**config.mk**
```make
export PLATFORM = sky130hd
export DESIGN_NAME = keypad_event_scheduler
export DESIGN_NICKNAME = d
export VERILOG_FILES = /design/src/rtl/keypad_event_scheduler.sv
export SDC_FILE = /design/constraint.sdc
export NUM_CORES = 1
export LEC_CHECK = 0
export BUFFER_PORTS_ARGS = -buffer_cell sky130_fd_sc_hd__buf_2
export CORE_MARGIN = 5
export CORE_UTILIZATION = 28
export DETAILED_ROUTE_END_ITERATION = 6
export GPL_TIMING_DRIVEN = 0
export PLACE_DENSITY = 0.51
export SYNTH_ARGS = -nofsm -noshare
export SYNTH_HDL_FRONTEND = slang
export SYNTH_SLANG_ARGS = --single-unit
```
**constraint.sdc**
```tcl
create_clock -name clk -period 11.8 [get_ports clk]
set_clock_uncertainty 0.2 [all_clocks]
set_input_delay 0.59 -clock clk [delete_from_list [all_inputs] [get_ports clk]]
set_output_delay 0.59 -clock clk [all_outputs]
set_load 0.005 [all_outputs]
```
**src/rtl/keypad_event_scheduler.sv**
```systemverilog
// keypad_event_scheduler
//   Captures per-key press pulses, arbitrates them round-robin, and queues
//   {repeat, code} events in a show-ahead FIFO that drains over valid/ready.
//   Optional feature: define KEYPAD_REPEAT_EN to add the held-key auto-repeat
//   tracker (lowest-priority 17th requester). Without it evt_repeat is always
//   0 and key_out / REPEAT_* are ignored.

// Per-key capture cell: one pending bit plus drop detection.
module keypad_event_scheduler_lane (
  input  logic clk,
  input  logic rst_n,
  input  logic pulse,
  input  logic grant,
  output logic pend,
  output logic drop
);
  // A pulse on a key that is still pending and not being granted is lost.
  assign drop = pulse & pend & ~grant;

  // Pending bit: grant clears it, a new pulse sets it (set wins).
  always_ff @(posedge clk or negedge rst_n) begin
    if (!rst_n) pend <= 1'b0;
    else        pend <= (pend & ~grant) | pulse;
  end
endmodule

module keypad_event_scheduler #(
  parameter int FIFO_DEPTH   = 4,
  parameter int REPEAT_DELAY = 6000000,
  parameter int REPEAT_RATE  = 1200000
) (
  input  logic                        clk,
  input  logic                        rst_n,
  input  logic [15:0]                 key_out,
  input  logic [15:0]                 key_pulse,
  output logic                        evt_valid,
  input  logic                        evt_ready,
  output logic [3:0]                  evt_code,
  output logic                        evt_repeat,
  output logic [$clog2(FIFO_DEPTH):0] fifo_count,
  output logic                        overflow,
  input  logic                        ovf_clr
);
  localparam int NUM_KEYS = 16;
  localparam int AW       = $clog2(FIFO_DEPTH);
  localparam logic [AW:0] DEPTH_C = FIFO_DEPTH[AW:0];

  typedef struct packed {
    logic       rep;
    logic [3:0] code;
  } evt_t;

  logic [NUM_KEYS-1:0] pending, grant, drop;
  logic [3:0]          rr_ptr, gnt_idx, scan_idx;
  logic                gnt_found, gnt_any, can_accept, pop, push;
  logic                rpt_req, rpt_gnt, rpt_drop;
  logic [3:0]          rpt_key;
  evt_t                push_evt, head;
  evt_t                mem [FIFO_DEPTH];
  logic [AW-1:0]       wr_ptr, rd_ptr;

  keypad_event_scheduler_lane u_lane [NUM_KEYS-1:0] (
    .clk   (clk),
    .rst_n (rst_n),
    .pulse (key_pulse),
    .grant (grant),
    .pend  (pending),
    .drop  (drop)
  );

  assign pop        = evt_valid & evt_ready;
  // A full FIFO can still take a push in the cycle its head is being popped.
  assign can_accept = (fifo_count < DEPTH_C) | pop;

  // Round-robin search: first pending key at or after rr_ptr, wrapping mod 16.
  always_comb begin
    gnt_found = 1'b0;
    gnt_idx   = '0;
    scan_idx  = rr_ptr;
    for (int k = 0; k < NUM_KEYS; k++) begin
      scan_idx = rr_ptr + 4'(k);
      if (!gnt_found && pending[scan_idx]) begin
        gnt_found = 1'b1;
        gnt_idx   = scan_idx;
      end
    end
  end

  assign gnt_any = gnt_found & can_accept;
  assign grant   = gnt_any ? (16'h0001 << gnt_idx) : '0;
  // Auto-repeat only goes in when no real press is waiting.
  assign rpt_gnt = rpt_req & ~(|pending) & can_accept;
  assign push    = gnt_any | rpt_gnt;

  // Select the event being written this cycle.
  always_comb begin
    push_evt = '0;
    if (gnt_any) begin
      push_evt.rep  = 1'b0;
      push_evt.code = gnt_idx;
    end else if (rpt_gnt) begin
      push_evt.rep  = 1'b1;
      push_evt.code = rpt_key;
    end
  end

  // Round-robin pointer moves past the key just granted; repeats leave it alone.
  always_ff @(posedge clk or negedge rst_n) begin
    if (!rst_n)       rr_ptr <= '0;
    else if (gnt_any) rr_ptr <= gnt_idx + 4'd1;
  end

  // FIFO storage; contents are don't-care until counted valid.
  always_ff @(posedge clk) begin
    if (push) mem[wr_ptr] <= push_evt;
  end

  // FIFO pointers and occupancy.
  always_ff @(posedge clk or negedge rst_n) begin
    if (!rst_n) begin
      wr_ptr     <= '0;
      rd_ptr     <= '0;
      fifo_count <= '0;
    end else begin
      if (push) wr_ptr <= wr_ptr + AW'(1);
      if (pop)  rd_ptr <= rd_ptr + AW'(1);
      case ({push, pop})
        2'b10:   fifo_count <= fifo_count + (AW+1)'(1);
        2'b01:   fifo_count <= fifo_count - (AW+1)'(1);
        default: ;
      endcase
    end
  end

  assign head       = mem[rd_ptr];
  assign evt_valid  = (fifo_count != '0);
  assign evt_code   = evt_valid ? head.code : 4'd0;
  assign evt_repeat = evt_valid & head.rep;

  // Sticky overflow: a new drop beats a simultaneous clear.
  always_ff @(posedge clk or negedge rst_n) begin
    if (!rst_n)                      overflow <= 1'b0;
    else if ((|drop) | rpt_drop)     overflow <= 1'b1;
    else if (ovf_clr)                overflow <= 1'b0;
  end

`ifdef KEYPAD_REPEAT_EN
  localparam int RPT_MAX = (REPEAT_DELAY > REPEAT_RATE) ? REPEAT_DELAY : REPEAT_RATE;
  localparam int CW      = $clog2(RPT_MAX + 1);
  localparam logic [CW-1:0] DELAY_LAST = CW'(REPEAT_DELAY - 1);
  localparam logic [CW-1:0] RATE_LAST  = CW'(REPEAT_RATE - 1);

  typedef enum logic [1:0] {IDLE, DELAY, RATE} rpt_state_t;

  rpt_state_t    state, state_nxt;
  logic [CW-1:0] cnt, cnt_nxt;
  logic [3:0]    rpt_key_nxt;
  logic          rpt_req_nxt, expire;

  // Repeat tracker registers.
  always_ff @(posedge clk or negedge rst_n) begin
    if (!rst_n) begin
      state   <= IDLE;
      cnt     <= '0;
      rpt_key <= '0;
      rpt_req <= 1'b0;
    end else begin
      state   <= state_nxt;
      cnt     <= cnt_nxt;
      rpt_key <= rpt_key_nxt;
      rpt_req <= rpt_req_nxt;
    end
  end

  // Tracker next state: a fresh press retargets, release stops, timers expire.
  always_comb begin
    state_nxt   = state;
    cnt_nxt     = cnt;
    rpt_key_nxt = rpt_key;
    rpt_req_nxt = rpt_req & ~rpt_gnt;
    expire      = 1'b0;
    if (gnt_any) begin
      // New press supersedes any outstanding repeat of the old key.
      state_nxt   = DELAY;
      cnt_nxt     = '0;
      rpt_key_nxt = gnt_idx;
      rpt_req_nxt = 1'b0;
    end else if (state != IDLE && key_out[rpt_key]) begin
      state_nxt   = IDLE;
      cnt_nxt     = '0;
      rpt_req_nxt = 1'b0;
    end else begin
      case (state)
        DELAY: begin
          if (cnt == DELAY_LAST) begin
            expire    = 1'b1;
            cnt_nxt   = '0;
            state_nxt = RATE;
          end else begin
            cnt_nxt = cnt + CW'(1);
          end
        end
        RATE: begin
          if (cnt == RATE_LAST) begin
            expire  = 1'b1;
            cnt_nxt = '0;
          end else begin
            cnt_nxt = cnt + CW'(1);
          end
        end
        default: ;
      endcase
      if (expire) rpt_req_nxt = 1'b1;
    end
  end

  // Timer expiring while the previous repeat is still waiting loses a repeat.
  assign rpt_drop = expire & rpt_req & ~rpt_gnt;
`else
  localparam int unused_rpt_cfg = REPEAT_DELAY + REPEAT_RATE;
  logic unused_key_out;
  assign unused_key_out = ^key_out;
  assign rpt_req  = 1'b0;
  assign rpt_key  = '0;
  assign rpt_drop = 1'b0;
`endif

endmodule
```
==> results.sh <==
export IMPL_drt_total_wl_um=14900
export IMPL_regArea_um2=1180
export IMPL_insertion_delay_ps=290
export IMPL_chipHeight_um=140
export IMPL_crit_path_start="rr_ptr[1]"
export IMPL_die_area_um2=19600
export IMPL_final_setup_viol_count=0
export IMPL_multi_input_area_um2=3310
export IMPL_final_critical_period_ps=6940
export IMPL_detailedRoute_firstIterationViolations=369
export IMPL_detailroute_via_count=4292
export IMPL_postCtsSetupRepairBufs=0
export IMPL_count_of_flip_flops_with_a_built_in_enable_after_synthesis=16
export IMPL_criticalPathCategory="reg2reg"
export IMPL_critPathArrivalTime_ps=6900
export IMPL_synth_warnings=0
export IMPL_cts_made_buffers=5
export IMPL_synth_cells=504
export IMPL_synth_avg_cell_area_um2=9.37
export IMPL_floorplan_core_area_um2=16600
export IMPL_cap_violations=0
export IMPL_clock_tree_root_cell="clkbuf_16"
export IMPL_timing_max_slew_rel_slack_pct=38.7
export IMPL_worstRegToRegCells=22
export IMPL_worst_pin_slew_ps=913
export IMPL_place_congestion=0.907
export IMPL_dp_final_hpwl_um=11600
export IMPL_ys_ff_latch=44
export IMPL_vias_per_cell=5.65
export IMPL_synth_distinct_cells=80
export IMPL_clock_sink_count=44
export IMPL_layout_drive_gt1_share_pct=19.8
export IMPL_floorplan_io_pins=46
export IMPL_first_pass_grt_wire_length_um=23500
export IMPL_netlist_area_leader_share_pct=14.8
export IMPL_final_antenna_net_count=0
export IMPL_yosys_most_used_dff="dfrtp_1"
export IMPL_cts_tree="built"
export IMPL_post_drt_wl_per_cell_um=19.6
export IMPL_diodes=0
export IMPL_cp_num_buf_inv=6
export IMPL_rows=47
export IMPL_synth_largest_area_cell="dfrtp_1"
export IMPL_status="complete, no violations"
export IMPL_antenna_found_initial=0
export IMPL_fin_crit_sh_pct=58.8
export IMPL_area_overhead_vs_synth_pct=11.8
export IMPL_die_x_um=140
export IMPL_timing_hold_violations_final=0
export IMPL_numPortBuffers=28
export IMPL_grt_pass1_vias=4157
export IMPL_timing_reg2reg_setup_slack_ps=4860
export IMPL_detail_route_drc_violations=0
export IMPL_crit_path_max_fanout=13
export IMPL_initial_core_util_pct=28.5
export IMPL_grt_max_degree=29
export IMPL_cts_hold_fix_buffers=0
export IMPL_worst_path_top_cell_family_by_delay="buffers and inverters"
export IMPL_grt_util_all_layers_pct=14.9
export IMPL_crit_reg2reg_launch="rr_ptr[1]"
export IMPL_critPathRequiredTime_ps=11760
export IMPL_synth_most_common_cell="nand2_1"
export IMPL_synth_top_cells_by_count="nand2_1 (58), nor2_1 (38), dfrtp_1 (28)"
export IMPL_synth_cell_area_um2=4720
export IMPL_slowest_delay_ps=650
export IMPL_unrepaired_setup_endpoints_after_global_routing="no"
export IMPL_ctsResizeCount=0
export IMPL_netlist_top_cells_area="dfrtp_1 (15%), mux4_2 (13%), edfxtp_1 (10%)"
export IMPL_worstPathCellList="buf_4 -> buf_2 -> clkinv_1 -> ha_1 -> buf_2 -> clkbuf_1 -> nand2_1 -> o22ai_1 -> nor3_1 -> or4_1 -> nor4_1 -> a41oi_1 -> o32a_1 -> o21ai_0 -> a21oi_1 -> inv_1 -> ha_1 -> o22ai_1 -> a211o_1 -> a31o_2 -> nor4_2 -> nand4_1"
export IMPL_path_clk_slew_ps=60
export IMPL_seq_area_frac_synth_pct=25.0
export IMPL_fmax_mhz=144
export IMPL_slowest_stage="or4_1"
export IMPL_drt_pass1_iterations=4
export IMPL_critPathLaunchType="flip-flop"
export IMPL_synthesis_nets=558
export IMPL_synth_async_reset_ratio_pct=63.6
export IMPL_timing_critical_path_to_type="flip-flop"
export IMPL_finish_net_count=593
export IMPL_worstHoldPathType="in2async"
export IMPL_total_congestion_overflow_after_global_routing=0
export IMPL_cts_htree_levels=2
export IMPL_critical_path_reg2reg_endpoint="overflow"
export IMPL_cts_max_path_buffers=2
export IMPL_finalMaxSlewViolations=0
export IMPL_number_of_fill_cells_in_the_layout=1773
export IMPL_tns_setup_ps=0
area by class of cell:
| class | count | share of cell area (%) |
|---|---|---|
| Buffer | 29 | 3.03 |
| Clock buffer | 6 | 2.44 |
| Clock inverter | 2 | 0.237 |
| Inverter | 18 | 1.28 |
| Multi-Input combinational cell | 413 | 62.8 |
| Sequential cell | 44 | 22.4 |
| Tap cell | 220 | 5.21 |
| Timing Repair Buffer | 28 | 2.65 |
cell usage in the layout, fill, tap and decap left out, types with 4 or more instances in the layout:
| master | instances |
|---|---|
| a21o_1 | 17 |
| a21oi_1 | 19 |
| a221oi_1 | 4 |
| a22oi_1 | 10 |
| a31oi_1 | 7 |
| and2_1 | 13 |
| buf_2 | 35 |
| clkbuf_1 | 15 |
| clkbuf_16 | 5 |
| dfrtp_1 | 28 |
| edfxtp_1 | 16 |
| ha_1 | 17 |
| inv_1 | 14 |
| mux2_2 | 16 |
| mux2i_1 | 21 |
| mux4_2 | 27 |
| nand2_1 | 58 |
| nand2b_1 | 8 |
| nand3_1 | 15 |
| nand4_1 | 6 |
| nor2_1 | 38 |
| nor3_1 | 11 |
| o211ai_1 | 4 |
| o21ai_0 | 21 |
| o22ai_1 | 7 |
| xnor2_1 | 12 |
| xor2_1 | 8 |
per-stage QoR:
stage / setup slack, ps / hold slack (ps) / utilization [%] / area (µm²) / cells
finish: 4860 / 136 / 31.8 / 5280 / 760
global route: 4270 / 194 / 31.8 / 5280 / 760
CTS: 4820 / 166 / 31.8 / 5280 / 760
detailed placement: 4840 / 289 / 31.0 / 5140 / 752
global placement: 4780 / 283 / 31.0 / 5140 / 752
floorplan: 6520 / 94.4 / - / 4720 / 504
routing by layer:
layer	share of wire, %	up-vias	global-route usage [%]
li1	-	1977	-
met1	44	2147	19.9
met2	49	151	25.3
met3	5.8	17	2.40
met4	1.3	0	3.31
met5	0	-	0
logic make-up after synthesis:
kind of cell	after synthesis	synth area share [%]
flip-flops	44	25.0
adder cells (fa/ha/maj)	18	4.93
AO/OA/AOI/OAI	126	18.8
multiplexers	68	22.8
XOR/XNOR	20	3.71
AND/OR/NAND/NOR	180	19.9
buffers and inverters	47	4.82
other	1	0.0794
worst max path at each step:
| stage | endpoint | slack, ps | cells past startpoint |
|---|---|---|---|
| 2_1_floorplan | overflow | 6520 | 22 |
| 3_3_place_gp | overflow | 4780 | 22 |
| 3_5_place_dp | overflow | 4840 | 22 |
| 4_1_cts | overflow | 4820 | 22 |
| 5_1_grt | overflow | 4270 | 22 |
| 6_report | overflow | 4860 | 22 |
worst register-to-register path, delay by kind of cell, from the launching register on:
family / cells / cell delay (ps)
buffers and inverters: 6 / 2010
flip-flops: 1 / 410
adder cells (fa/ha/maj): 2 / 820
AND/OR/NAND/NOR: 6 / 1670
AO/OA/AOI/OAI: 8 / 1710
flip-flops by register name, summed over array words and instances (netlist names):
signal and cells:
mem 16, u_lane.pend 16, rr_ptr 4, fifo_count 3, rd_ptr 2, wr_ptr 2
overflow 1
Power is not shown: default switching activity piles up to over one toggle a cycle in this logic, so the estimate is an artifact.
